===== config.mk =====
export PLATFORM = sky130hd
export DESIGN_NAME = riscv_mem
export DESIGN_NICKNAME = d
export VERILOG_FILES = /design/src/rtl/riscv_pkg.sv /design/src/rtl/riscv_lsu_align.sv /design/src/rtl/riscv_mem.sv
export SDC_FILE = /design/constraint.sdc
export NUM_CORES = 1
export LEC_CHECK = 0
export ABC_CLOCK_PERIOD_IN_PS = 4450
export CAP_MARGIN = 0
export CORE_AREA = 2 2 112 114
export DETAILED_ROUTE_END_ITERATION = 10
export DIE_AREA = 0 0 114 116
export DONT_BUFFER_PORTS = 1
export PLACE_DENSITY = 0.62
export SYNTH_ARGS = -nofsm -noshare
export SYNTH_HDL_FRONTEND = slang
export SYNTH_SLANG_ARGS = --single-unit

===== constraint.sdc =====
create_clock -name clk_i -period 4.45 [get_ports clk_i]
set_clock_uncertainty 0.05 [all_clocks]
set_input_delay 0.445 -clock clk_i [delete_from_list [all_inputs] [get_ports clk_i]]
set_output_delay 0.445 -clock clk_i [all_outputs]
set_load 0.02 [all_outputs]

===== src/rtl/riscv_pkg.sv =====
// Shared constants and types for the memory-access stage.
package riscv_pkg;

    // Load/store funct3 encodings
    localparam logic [2:0] F3_LB  = 3'b000;
    localparam logic [2:0] F3_LH  = 3'b001;
    localparam logic [2:0] F3_LW  = 3'b010;
    localparam logic [2:0] F3_LBU = 3'b100;
    localparam logic [2:0] F3_LHU = 3'b101;
    localparam logic [2:0] F3_SB  = 3'b000;
    localparam logic [2:0] F3_SH  = 3'b001;
    localparam logic [2:0] F3_SW  = 3'b010;

    typedef enum logic [1:0] {
        IDLE = 2'd0,
        REQ  = 2'd1,
        WAIT = 2'd2
    } mem_state_e;

    typedef enum logic [1:0] {
        SZ_BYTE = 2'd0,
        SZ_HALF = 2'd1,
        SZ_WORD = 2'd2
    } acc_size_e;

    // Illegal size encodings fall back to a full-word access
    function automatic acc_size_e size_of(input logic [2:0] funct3);
        case (funct3[1:0])
            2'b00:   return SZ_BYTE;
            2'b01:   return SZ_HALF;
            default: return SZ_WORD;
        endcase
    endfunction

endpackage


===== src/rtl/riscv_lsu_align.sv =====
// Byte-lane handling for the memory stage: byte enables, store replication,
// alignment check and load lane extraction with sign/zero extension.
module riscv_lsu_align
    import riscv_pkg::*;
(
    input  logic [1:0]  lane,
    input  logic [2:0]  funct3,
    input  logic [31:0] store_data,
    input  logic [31:0] load_raw,
    output logic [3:0]  be,
    output logic [31:0] wdata,
    output logic        misalign,
    output logic [31:0] load_data
);

    logic [31:0] shifted;
    logic        is_unsigned;

    assign shifted     = load_raw >> {lane, 3'b000};
    assign is_unsigned = funct3[2];

    // Size-dependent lane logic
    always_comb begin
        be        = 4'b1111;
        wdata     = store_data;
        misalign  = 1'b0;
        load_data = load_raw;
        case (size_of(funct3))
            SZ_BYTE: begin
                be        = 4'b0001 << lane;
                wdata     = {4{store_data[7:0]}};
                load_data = is_unsigned ? {24'd0, shifted[7:0]}
                                        : {{24{shifted[7]}}, shifted[7:0]};
            end
            SZ_HALF: begin
                be        = 4'b0011 << lane;
                wdata     = {2{store_data[15:0]}};
                misalign  = lane[0];
                load_data = is_unsigned ? {16'd0, shifted[15:0]}
                                        : {{16{shifted[15]}}, shifted[15:0]};
            end
            default: begin
                misalign = (lane != 2'b00);
            end
        endcase
    end

endmodule


===== src/rtl/riscv_mem.sv =====
// Memory-access pipeline stage: runs one load/store at a time on the data
// port, stalls upstream until it completes and registers write-back data.
//
//   state | meaning
//   IDLE  | no transaction in flight; aligned op requests combinationally
//   REQ   | request presented, waiting for grant
//   WAIT  | load granted, waiting for read data
module riscv_mem
    import riscv_pkg::*;
#(
    parameter int WORD_SIZE     = 32,
    parameter int REGFILE_COUNT = 32,
    localparam int RI           = $clog2(REGFILE_COUNT)
) (
    input  logic                 clk_i,
    input  logic                 rst_ni,
    input  logic                 valid_i,
    input  logic [WORD_SIZE-1:0] alu_out_i,
    input  logic [WORD_SIZE-1:0] read_data1_i,
    input  logic [RI-1:0]        write_reg_i,
    input  logic                 mem_read_i,
    input  logic                 mem_write_i,
    input  logic [2:0]           funct3_i,
    input  logic                 reg_write_i,
    input  logic                 branch_i,
    input  logic                 alu_zero_i,
    input  logic [WORD_SIZE-1:0] jp_addr_i,
    output logic                 stall_o,
    output logic                 pc_src_o,
    output logic [WORD_SIZE-1:0] jp_addr_o,
    output logic                 dmem_req_o,
    output logic                 dmem_we_o,
    output logic [WORD_SIZE-1:0] dmem_addr_o,
    output logic [3:0]           dmem_be_o,
    output logic [WORD_SIZE-1:0] dmem_wdata_o,
    input  logic                 dmem_gnt_i,
    input  logic                 dmem_rvalid_i,
    input  logic [WORD_SIZE-1:0] dmem_rdata_i,
    output logic                 valid_o,
    output logic [RI-1:0]        write_reg_o,
    output logic                 reg_write_o,
    output logic [WORD_SIZE-1:0] wb_data_o,
    output logic                 misalign_o
);

    mem_state_e     state;
    logic [3:0]     be_c;
    logic [31:0]    wdata_c;
    logic [31:0]    load_c;
    logic           misalign_c;
    logic           mem_op;
    logic           aligned_op;
    logic           store_done;

    riscv_lsu_align u_align (
        .lane       (alu_out_i[1:0]),
        .funct3     (funct3_i),
        .store_data (read_data1_i),
        .load_raw   (dmem_rdata_i),
        .be         (be_c),
        .wdata      (wdata_c),
        .misalign   (misalign_c),
        .load_data  (load_c)
    );

    assign mem_op     = valid_i & (mem_read_i | mem_write_i);
    assign aligned_op = mem_op & ~misalign_c;

    // Request, stall and branch resolution are all combinational
    always_comb begin
        dmem_req_o   = ((state == IDLE) & aligned_op) | ((state == REQ) & valid_i);
        dmem_we_o    = dmem_req_o & mem_write_i;
        store_done   = dmem_req_o & dmem_gnt_i & mem_write_i;
        stall_o      = (dmem_req_o & ~store_done) | ((state == WAIT) & ~dmem_rvalid_i);
        dmem_addr_o  = valid_i ? {alu_out_i[WORD_SIZE-1:2], 2'b00} : '0;
        dmem_be_o    = valid_i ? be_c : 4'b0000;
        dmem_wdata_o = valid_i ? wdata_c : '0;
        pc_src_o     = valid_i & branch_i & alu_zero_i;
        jp_addr_o    = valid_i ? jp_addr_i : '0;
    end

    // Transaction FSM and write-back register
    always_ff @(posedge clk_i or negedge rst_ni) begin
        if (!rst_ni) begin
            state       <= IDLE;
            valid_o     <= 1'b0;
            reg_write_o <= 1'b0;
            misalign_o  <= 1'b0;
            write_reg_o <= '0;
            wb_data_o   <= '0;
        end else begin
            valid_o     <= 1'b0;
            reg_write_o <= 1'b0;
            misalign_o  <= 1'b0;
            case (state)
                IDLE: begin
                    if (valid_i & ~mem_op) begin
                        valid_o     <= 1'b1;
                        wb_data_o   <= alu_out_i;
                        write_reg_o <= write_reg_i;
                        reg_write_o <= reg_write_i;
                    end else if (mem_op & misalign_c) begin
                        valid_o     <= 1'b1;
                        misalign_o  <= 1'b1;
                        wb_data_o   <= alu_out_i;
                        write_reg_o <= write_reg_i;
                    end else if (aligned_op) begin
                        if (!dmem_gnt_i) begin
                            state <= REQ;
                        end else if (mem_write_i) begin
                            valid_o     <= 1'b1;
                            wb_data_o   <= alu_out_i;
                            write_reg_o <= write_reg_i;
                        end else begin
                            state <= WAIT;
                        end
                    end
                end
                REQ: begin
                    if (dmem_gnt_i) begin
                        if (mem_write_i) begin
                            state       <= IDLE;
                            valid_o     <= 1'b1;
                            wb_data_o   <= alu_out_i;
                            write_reg_o <= write_reg_i;
                        end else begin
                            state <= WAIT;
                        end
                    end
                end
                WAIT: begin
                    if (dmem_rvalid_i) begin
                        state       <= IDLE;
                        valid_o     <= 1'b1;
                        wb_data_o   <= load_c;
                        write_reg_o <= write_reg_i;
                        reg_write_o <= reg_write_i;
                    end
                end
                default: state <= IDLE;
            endcase
        end
    end

endmodule


# --- Word-level counts from Yosys, hierarchy flattened ---
# Cells that the tools add are included.
totals:
  ff_bits: 42
  elab_cells: 94
op_classes:
  n_eq_ne: 11
  shifts: 3
  mux: 47
  bitwise_logic: 20
  n_reduce_logical: 7
op_table:
  columns: ["operator", "count"]
  rows:
  - ["32-bit two-way mux", 11]
  - ["32-bit case mux with 2 select lines", 2]
  - ["32-bit case mux with 3 select lines", 1]
  - ["32-bit by 5-bit >> shifter with 16-bit output", 1]
  - ["5-bit two-way mux", 6]
  - ["2-bit two-way mux", 8]
  - ["5-bit case mux with 3 select lines", 1]
  - ["1-bit AND", 13]
  - ["1-bit two-way mux", 11]
  - ["2-bit inequality test, second input constant", 5]
  - ["4-bit case mux with 2 select lines", 1]
  - ["2-bit by 1-bit equality test with 1-bit output, second input constant", 3]
  - ["2-bit logical NOT", 3]
  - ["2-bit case mux with 3 select lines", 1]
  - ["6-bit AND reduction", 1]
  - ["4-bit two-way mux", 1]
  - ["4-bit by 2-bit inequality test with 1-bit output, second input constant", 1]
  - ["1-bit inverter", 4]
  - ["1-bit case mux with 2 select lines", 2]
  - ["2-bit case mux with 2 select lines", 1]
  - ["1-bit by 2-bit left shift with 4-bit output, first input constant", 1]
  - ["2-bit by 2-bit left shift with 4-bit output, first input constant", 1]
  - ["3-bit inequality test, second input constant", 1]
  - ["1-bit OR", 3]
  - ["5 further kinds", 5]

# --- Logic depth before layout (Yosys ltp) ---
# Gate-level depths: netlist of run 1.
depth:
  depth_word: 13
  mapped_depth: 9
  mapped_depth_nobuf: 7

# --- Modules after synthesis ---
# Synthesis of run 1 repeated with hierarchy kept, for this count alone.
unflattened:
  cells_unflattened: 664
  area_unflattened_um2: 5534.1
modules_own_cells:
  columns: ["module", "instances", "cells_each", "area_each_um2", "seq_area_each_um2"]
  rows:
  - ["riscv_mem", 1, 459, 4126.5, 1051.0]
  - ["riscv_lsu_align", 1, 205, 1407.6, 0.0]

# --- Worst setup path before layout of run 1 ---
# OpenSTA, ideal clock, no wires.
synth_path:
  kind: "in2out"
  from: "input port funct3_i[1]"
  to: "output port dmem_wdata_o[10]"
  arrival_time_ns: 1.775
  path_slack_ns: 2.180
  cell_stages: 7
  n_path_buf: 3
  cell_sequence: "buf_6 buf_2 inv_1 clkbuf_1 nand2_1 nand2_1 a21boi_0"
synth_between:
  elab_chain_len: 5
synth_lines:
  columns: ["element", "line_no", "text"]
  rows:
  - ["start: declaration", "riscv_mem.sv:23", "input logic [2:0] funct3_i,"]
  - ["2-bit by 1-bit equality test with 1-bit output / 2-bit logical NOT (equally long branches)", "riscv_pkg.sv:28", "case (funct3[1:0])"]
  - ["2-bit case mux with 2 select lines *", "riscv_pkg.sv:28", null]
  - ["2-bit by 1-bit equality test with 1-bit output / 2-bit logical NOT (equally long branches)", "riscv_lsu_align.sv:28", "case (size_of(funct3))"]
  - ["32-bit case mux with 2 select lines *", "riscv_lsu_align.sv:28", null]
  - ["32-bit two-way mux *", "riscv_mem.sv:77", "dmem_wdata_o = valid_i ? wdata_c : '0;"]
  - ["end: declaration", "riscv_mem.sv:35", "output logic [WORD_SIZE-1:0] dmem_wdata_o,"]
# Every way passes the cells marked *; elsewhere a longest branch is shown, timed or not.

# --- Final worst setup path of run 1 ---
layout_path:
  from: "register state[0]"
  to: "register write_reg_o[0]"
layout_between:
  elab_chain_len: 3
layout_lines:
  columns: ["element", "line_no", "text"]
  rows:
  - ["start: declaration", "riscv_mem.sv:46", "mem_state_e state;"]
  - ["start signal: assignment", "riscv_mem.sv:85", "state <= IDLE;"]
  - ["start signal: assignment", "riscv_mem.sv:109", "state <= REQ;"]
  - ["start signal: assignment", "riscv_mem.sv:115", "state <= WAIT;"]
  - ["2-bit logical NOT, or another cell as far along", "riscv_mem.sv:95", "case (state)"]
  - ["4-bit by 2-bit inequality test with 1-bit output (no line), or another cell as far along", null, null]
  - ["3-bit AND reduction (no line)", null, null]
  - ["end signal: assignment", "riscv_mem.sv:100", "write_reg_o <= write_reg_i;"]
  - ["end signal: assignment", "riscv_mem.sv:106", "write_reg_o <= write_reg_i;"]
  - ["end signal: assignment", "riscv_mem.sv:113", "write_reg_o <= write_reg_i;"]
  - ["end: declaration", "riscv_mem.sv:40", "output logic [RI-1:0] write_reg_o,"]
# Several ways; a longest one is shown, not always the timed one.
# A chain may end at the register's enable or synchronous reset.

==> results_dict.tcl, run 1 <==
set metrics [dict create \
    avgSynthCellArea_um2 7.392 \
    hold_viol 0 \
    vias_per_cell 6.573 \
    synth_largest_area_cell "dfrtp_1" \
    peakVddDrop_uv 258.1 \
    grt_max_degree 106 \
    cts_max_path_buffers 2 \
    placed_area_mm2 0.004583 \
    io_buffers 0 \
    cp.required_ns 4.58 \
    antenna_found_initial 0 \
    area_delta_synth_final_pct 2.089 \
    die_h_um 116 \
    drtPass1Iterations 6 \
    final-seq-area_mm2 0.001051 \
    fp.dieW_um 114 \
    dieArea_mm2 0.01322 \
    multi_input_area_mm2 0.003273 \
    final_util_pct 40.04 \
    fin_crit_sh_pct 73.99 \
    synthArstFlopShare_pct 100.0 \
    arrival_ns 3.43 \
    fin_area_mm2 0.004770 \
    grt_first_pass_wirelength_mm 26.91 \
    p_leak_nw 1.942 \
    rr_worst_depth 8 \
    drive_gt1_share_pct 5.612 \
    hold_path_class "primary input to flip-flop" \
    boundaryPins 290 \
    cts.reportedPaths.clkPinSlew_ns 0.07 \
    synth_seq_area_share_pct 22.50 \
    status "finished, final reports clean" \
    numCtsBuffers 5 \
    grt_setup_unrepaired "no" \
    remaining_drc_errors 0 \
    fillers 1199 \
    postSynthCellCount 632 \
    insertion_delay_ns 0.29 \
    min_path_cells 1 \
    maxCapViolations 0 \
    cts_tree "done" \
    worst_slew_pin_slew_ns 1.284 \
    cts.sinks 42 \
    rows 40 \
    cp-start-kind "flip-flop" \
    synthTopCellsByArea "dfrtp_1 (22%), and2_1 (9.9%), nand2_1 (7.7%)" \
    critPathCaptureType "flip-flop" \
    path_class "flip-flop to flip-flop" \
    whs_ns 0.2331 \
    core_mm2 0.01191 \
    path_max_fanout 28 \
    slew_viol_final 0 \
    layout.nets 738 \
    grt_util_all_layers_pct 26.40 \
    ant_nets 0 \
    grt_pass1_vias 4438 \
    start_util_pct 39.22 \
    vias 4831 \
    grt-ovfl-total 0 \
    relSlewSlack_pct 14.18 \
    power_mw 2.957 \
    pre_cts_slack_ns 1.246 \
    routedWlPerCell_um 25.19 \
    drt_iter0_drc 559 \
    cts_root_buf "clkbuf_16" \
    power_density_mw_per_mm2 619.9 \
    synth_edf_count 0 \
    dp_hpwl_mm 13.69 \
    yosysWarnings 0 \
    num_antenna_cells 0 \
    syn-cell-area_mm2 0.004672 \
    ctsResizeCount 0 \
    fin_crit_ns 3.292 \
    place_inst 725 \
    fmax_mhz 303.7 \
    gp_congestion 0.9083 \
    htree_levels 2 \
    finalSetupTns_ns 0 \
    drt-total-wl_mm 18.52 \
    fin_cells 735 \
    synth_top_cell_area_share_pct 22.50 \
    finalWorstSetupSlack_ns 1.158 \
    synth.distinct_cells 51 \
    setup-violations-final 0 \
    synth_ff_type "dfrtp_1" \
    ys_seq_elements 42 \
]
-- path summary, 6_finish.rpt --
path,startpoint,slack [ns],endpoint
setup / recovery,state[0]$_DFFE_PN0P_,1.16,write_reg_o[0]$_DFFE_PN0P_
hold / removal,reg_write_i,0.23,reg_write_o$_DFF_PN0_
setup reg to reg,state[0]$_DFFE_PN0P_,1.16,write_reg_o[0]$_DFFE_PN0P_
hold reg to reg,state[1]$_DFFE_PN0P_,0.57,state[1]$_DFFE_PN0P_
max in group asynchronous,rst_ni,3.52,wb_data_o[13]$_DFFE_PN0P_
min in group asynchronous,rst_ni,0.60,wb_data_o[23]$_DFFE_PN0P_
-- cell type report --
type,count,area share (%)
clock buffer,5,2.623
multi-input combinational,518,68.63
tap,147,3.856
sequential,42,22.04
timing repair buffer,4,1.102
clock inverter,3,0.4984
inverter,16,1.259
-- flip-flops by register name, indices dropped and copies added, names as in the netlist --
name / cells
wb_data_o: 32
write_reg_o: 5
state: 2
misalign_o: 1
reg_write_o: 1
valid_o: 1
-- report_power, final --
group	internal [mW]	switching, mW	total (mW)
clock network	0.210	0.177	0.388
registers	0.588	0.469	1.06
logic	0.570	0.941	1.51
total	1.37	1.59	2.96
-- cell families (layout without fill, tap and decap cells) --
| logic type | Yosys count | after routing | share of synthesized area [%] |
|---|---|---|---|
| buffers and inverters | 73 | 28 | 7.659 |
| muxes | 43 | 43 | 9.507 |
| AOI/OAI and AO/OA | 197 | 197 | 30.13 |
| other | 1 | 2 | 0.08027 |
| DFF | 42 | 42 | 22.50 |
| adders and majority gates | 5 | 5 | 1.339 |
| and+or+nand+nor | 271 | 271 | 28.79 |
-- layer usage --
layer | up-vias | GRT usage (%) | wire, µm
met5 | - | 0 | 0
met4 | 0 | 7.317 | 348
met3 | 28 | 7.636 | 1954
met2 | 325 | 42.70 | 8791
met1 | 2322 | 34.57 | 7424
li1 | 2156 | - | -
-- synth_stat cells, types with 2 or more instances --
cell and instances:
nand2_1 96, and2_1 74, nor2_1 49, dfrtp_1 42, a211oi_1 41, mux2i_1 32
a21oi_1 31, clkbuf_1 30, o22ai_1 29, o21ai_0 24, nand2b_1 19, nor2b_1 18
inv_1 16, buf_2 13, a221oi_1 12, mux2_2 11, a21boi_0 9, o211a_1 8
o211ai_1 8, buf_6 7, nand3_1 7, o32a_1 7, o21a_1 6, ha_1 5
a311oi_1 4, buf_4 4, buf_1 3, a21o_1 2, a32oi_1 2, and3_1 2
-- critical path: stages (launching register included) --
cell      delay, ns
dfrtp_1        0.42
inv_1          0.12
ha_1           0.69
nor2b_1        0.54
nor3_4         0.20
buf_4          0.27
o21ai_4        0.33
o22ai_1        0.19
a221oi_1       0.37
-- timing repair --
| action | 4_1_cts | 5_1_grt |
|---|---|---|
| setup buffers | 0 | 0 |
| hold endpoints to repair | 42 | 0 |
| hold buffers | 2 | 0 |
-- cell usage in the layout, fill, tap and decap left out, types with 2 or more instances in the layout --
cell type | netlist | final
mux2_2 | 11 | 11
and3_1 | 2 | 2
nor2b_1 | 18 | 18
inv_1 | 16 | 16
o32a_1 | 7 | 7
clkbuf_16 | 0 | 5
nor2_1 | 49 | 49
a32oi_1 | 2 | 2
ha_1 | 5 | 5
a21oi_1 | 31 | 31
a311oi_1 | 4 | 4
mux2i_1 | 32 | 32
conb_1 | 1 | 2
o211ai_1 | 8 | 8
and2_1 | 74 | 74
dfrtp_1 | 42 | 42
o21a_1 | 6 | 6
nand2b_1 | 19 | 19
a221oi_1 | 12 | 12
a21boi_0 | 9 | 9
a21o_1 | 2 | 2
clkinvlp_4 | 0 | 2
nand3_1 | 7 | 7
buf_4 | 4 | 2
o211a_1 | 8 | 8
nand2_1 | 96 | 96
o21ai_0 | 24 | 24
o22ai_1 | 29 | 29
a211oi_1 | 41 | 41
Note: power is estimated with default switching activity, not from simulation.
==> run 2, diff against run 1 <==
ABC_CLOCK_PERIOD_IN_PS = 3300   (was 4450)
clock period = 3.3 ns   (was 4.45 ns; I/O delays follow)
==> results_dict.tcl, run 2 (same netlist as run 1, synthesis figures left out) <==
set metrics [dict create \
    status "finished, final reports clean" \
    gp_congestion 0.8976 \
    path_cells "inv_1 > ha_1 > nor2b_1 > nor3_4 > buf_4 > nand2_1 > a21oi_1 > a221oi_1" \
    hold_viol 0 \
    worst_slew_pin_slew_ns 0.8434 \
    power_density_mw_per_mm2 832.7 \
    htree_levels 2 \
    hold_path_class "primary input to flip-flop" \
    power_switching_mw 2.155 \
    drt-total-wl_mm 18.46 \
    power_mw 4.026 \
    io_buffers 0 \
    critPathSlowestCell "nor2b_1" \
    drive_gt1_share_pct 6.879 \
    layout.nets 746 \
    setup-violations-final 0 \
    cts.sinks 42 \
    core_mm2 0.01191 \
    cts_max_path_buffers 2 \
    maxCapViolations 0 \
    top_register "wb_data_o" \
    fin_crit_ns 2.513 \
    area_delta_synth_final_pct 3.482 \
    placed_area_mm2 0.004643 \
    rows 40 \
    numCtsBuffers 5 \
    vias_per_cell 6.542 \
    seqPwrFrac_pct 35.6 \
    max_stage_delay_ns 0.47 \
    pre_cts_slack_ns 0.8271 \
    cp-start-kind "flip-flop" \
    ctsResizeCount 0 \
    grt_max_degree 106 \
    drtPass1Iterations 5 \
    cts.reportedPaths.clkPinSlew_ns 0.07 \
    path_class "flip-flop to flip-flop" \
    vias 4874 \
    fmax_mhz 398.0 \
    peakVddDrop_uv 371.0 \
    remaining_drc_errors 0 \
    arrival_ns 2.65 \
    grt_util_all_layers_pct 26.80 \
    fin_crit_sh_pct 76.14 \
    die_h_um 116 \
    layout_commonest_cell "nand2_1" \
    finalWorstSetupSlack_ns 0.7872 \
    drt_iter0_drc 454 \
    grt_pass1_vias 4634 \
    fin_area_mm2 0.004835 \
    path_max_fanout 32 \
    slew_viol_final 0 \
    ant_nets 0 \
    top_regs "wb_data_o: 32 flops, write_reg_o: 5 flops, state: 2 flops" \
    critPathCaptureType "flip-flop" \
    power.internal_mw 1.871 \
    grt_first_pass_wirelength_mm 27.37 \
    grt_setup_unrepaired "no" \
    fp.dieW_um 114 \
    largest_reg_flops 32 \
    insertion_delay_ns 0.28 \
    cp.required_ns 3.44 \
    grt-ovfl-total 0 \
    start_util_pct 39.22 \
    relSlewSlack_pct 43.44 \
    power_frac_clock_pct 12.8 \
    cts_tree "done" \
    holdBufCountCts 2 \
    mostFrequentLayoutCells "nand2_1 (96), and2_1 (74), nor2_1 (49), dfrtp_1 (42), a211oi_1 (41)" \
    p_leak_nw 1.981 \
    finalSetupTns_ns 0 \
    dieArea_mm2 0.01322 \
    dp_hpwl_mm 13.93 \
    cts_root_buf "clkbuf_16" \
    post_cts_buffers 0 \
    boundaryPins 290 \
    sw_frac_of_total_pct 53.52 \
    antenna_found_initial 1 \
    routedWlPerCell_um 24.78 \
    combinationalPowerShare_pct 51.7 \
    whs_ns 0.1157 \
]
run 2: cell types whose count changed in the layout (fill, tap and decap cells not counted), sizes merged:
cell	before	now
buf	3	11
diode	0	2
run 2: layer usage:
layer  share of wire, %  wire length [µm]  global-route usage (%)
met1                 39              7233                   35.28
met2                 46              8562                   42.26
met3                 11              2076                   7.270
met4                3.2               591                   9.919
met5                  0                 0                       0
run 2: layout make-up:
cell class                      instances  area [µm²]
Antenna cell                            2       5.005
Fill cell                            1221        7077
Timing Repair Buffer                   12       112.6
Tap cell                              147       183.9
Multi-Input combinational cell        518        3273
Clock buffer                            5       125.1
Sequential cell                        42        1051
Clock inverter                          3       23.77
Inverter                               16       60.06
run 2: path summary, 6_finish.rpt:
| check | cells after the start | end | slack, ns | start |
|---|---|---|---|---|
| worst max-delay path | 8 | write_reg_o[1]$_DFFE_PN0P_ | 0.79 | state[0]$_DFFE_PN0P_ |
| worst min-delay path | 1 | reg_write_o$_DFF_PN0_ | 0.12 | reg_write_i |
| worst min register to register | 1 | state[1]$_DFFE_PN0P_ | 0.58 | state[1]$_DFFE_PN0P_ |
| worst max register to register | 8 | write_reg_o[1]$_DFFE_PN0P_ | 0.79 | state[0]$_DFFE_PN0P_ |
| min in group asynchronous | 2 | wb_data_o[23]$_DFFE_PN0P_ | 0.50 | rst_ni |
| max in group asynchronous | 2 | wb_data_o[12]$_DFFE_PN0P_ | 2.45 | rst_ni |
run 2: stage by stage:
step	utilization [%]	cells
global placement	38.98	733
detailed placement	38.98	733
floorplan	-	633
global route	40.55	743
finish	40.59	745
CTS	40.55	743
run 2: power by group through the flow:
| stage | combinational (mW) | clock (mW) | sequential (mW) |
|---|---|---|---|
| after floorplan | 1.70 | 0 | 1.31 |
| after global placement | 1.96 | 0 | 1.43 |
| after detailed placement | 2.04 | 0 | 1.44 |
| after CTS | 2.06 | 0.520 | 1.43 |
| after global routing | 2.32 | 0.546 | 1.47 |
| final | 2.08 | 0.514 | 1.43 |
run 2: critical path, delay by kind of cell (launching register included):
kind                     cells  cell delay (ns)
flip-flops                   1             0.42
AND/OR/NAND/NOR              3             0.98
adder cells (fa/ha/maj)      1             0.17
AO/OA/AOI/OAI                2             0.37
buffers and inverters        2             0.38
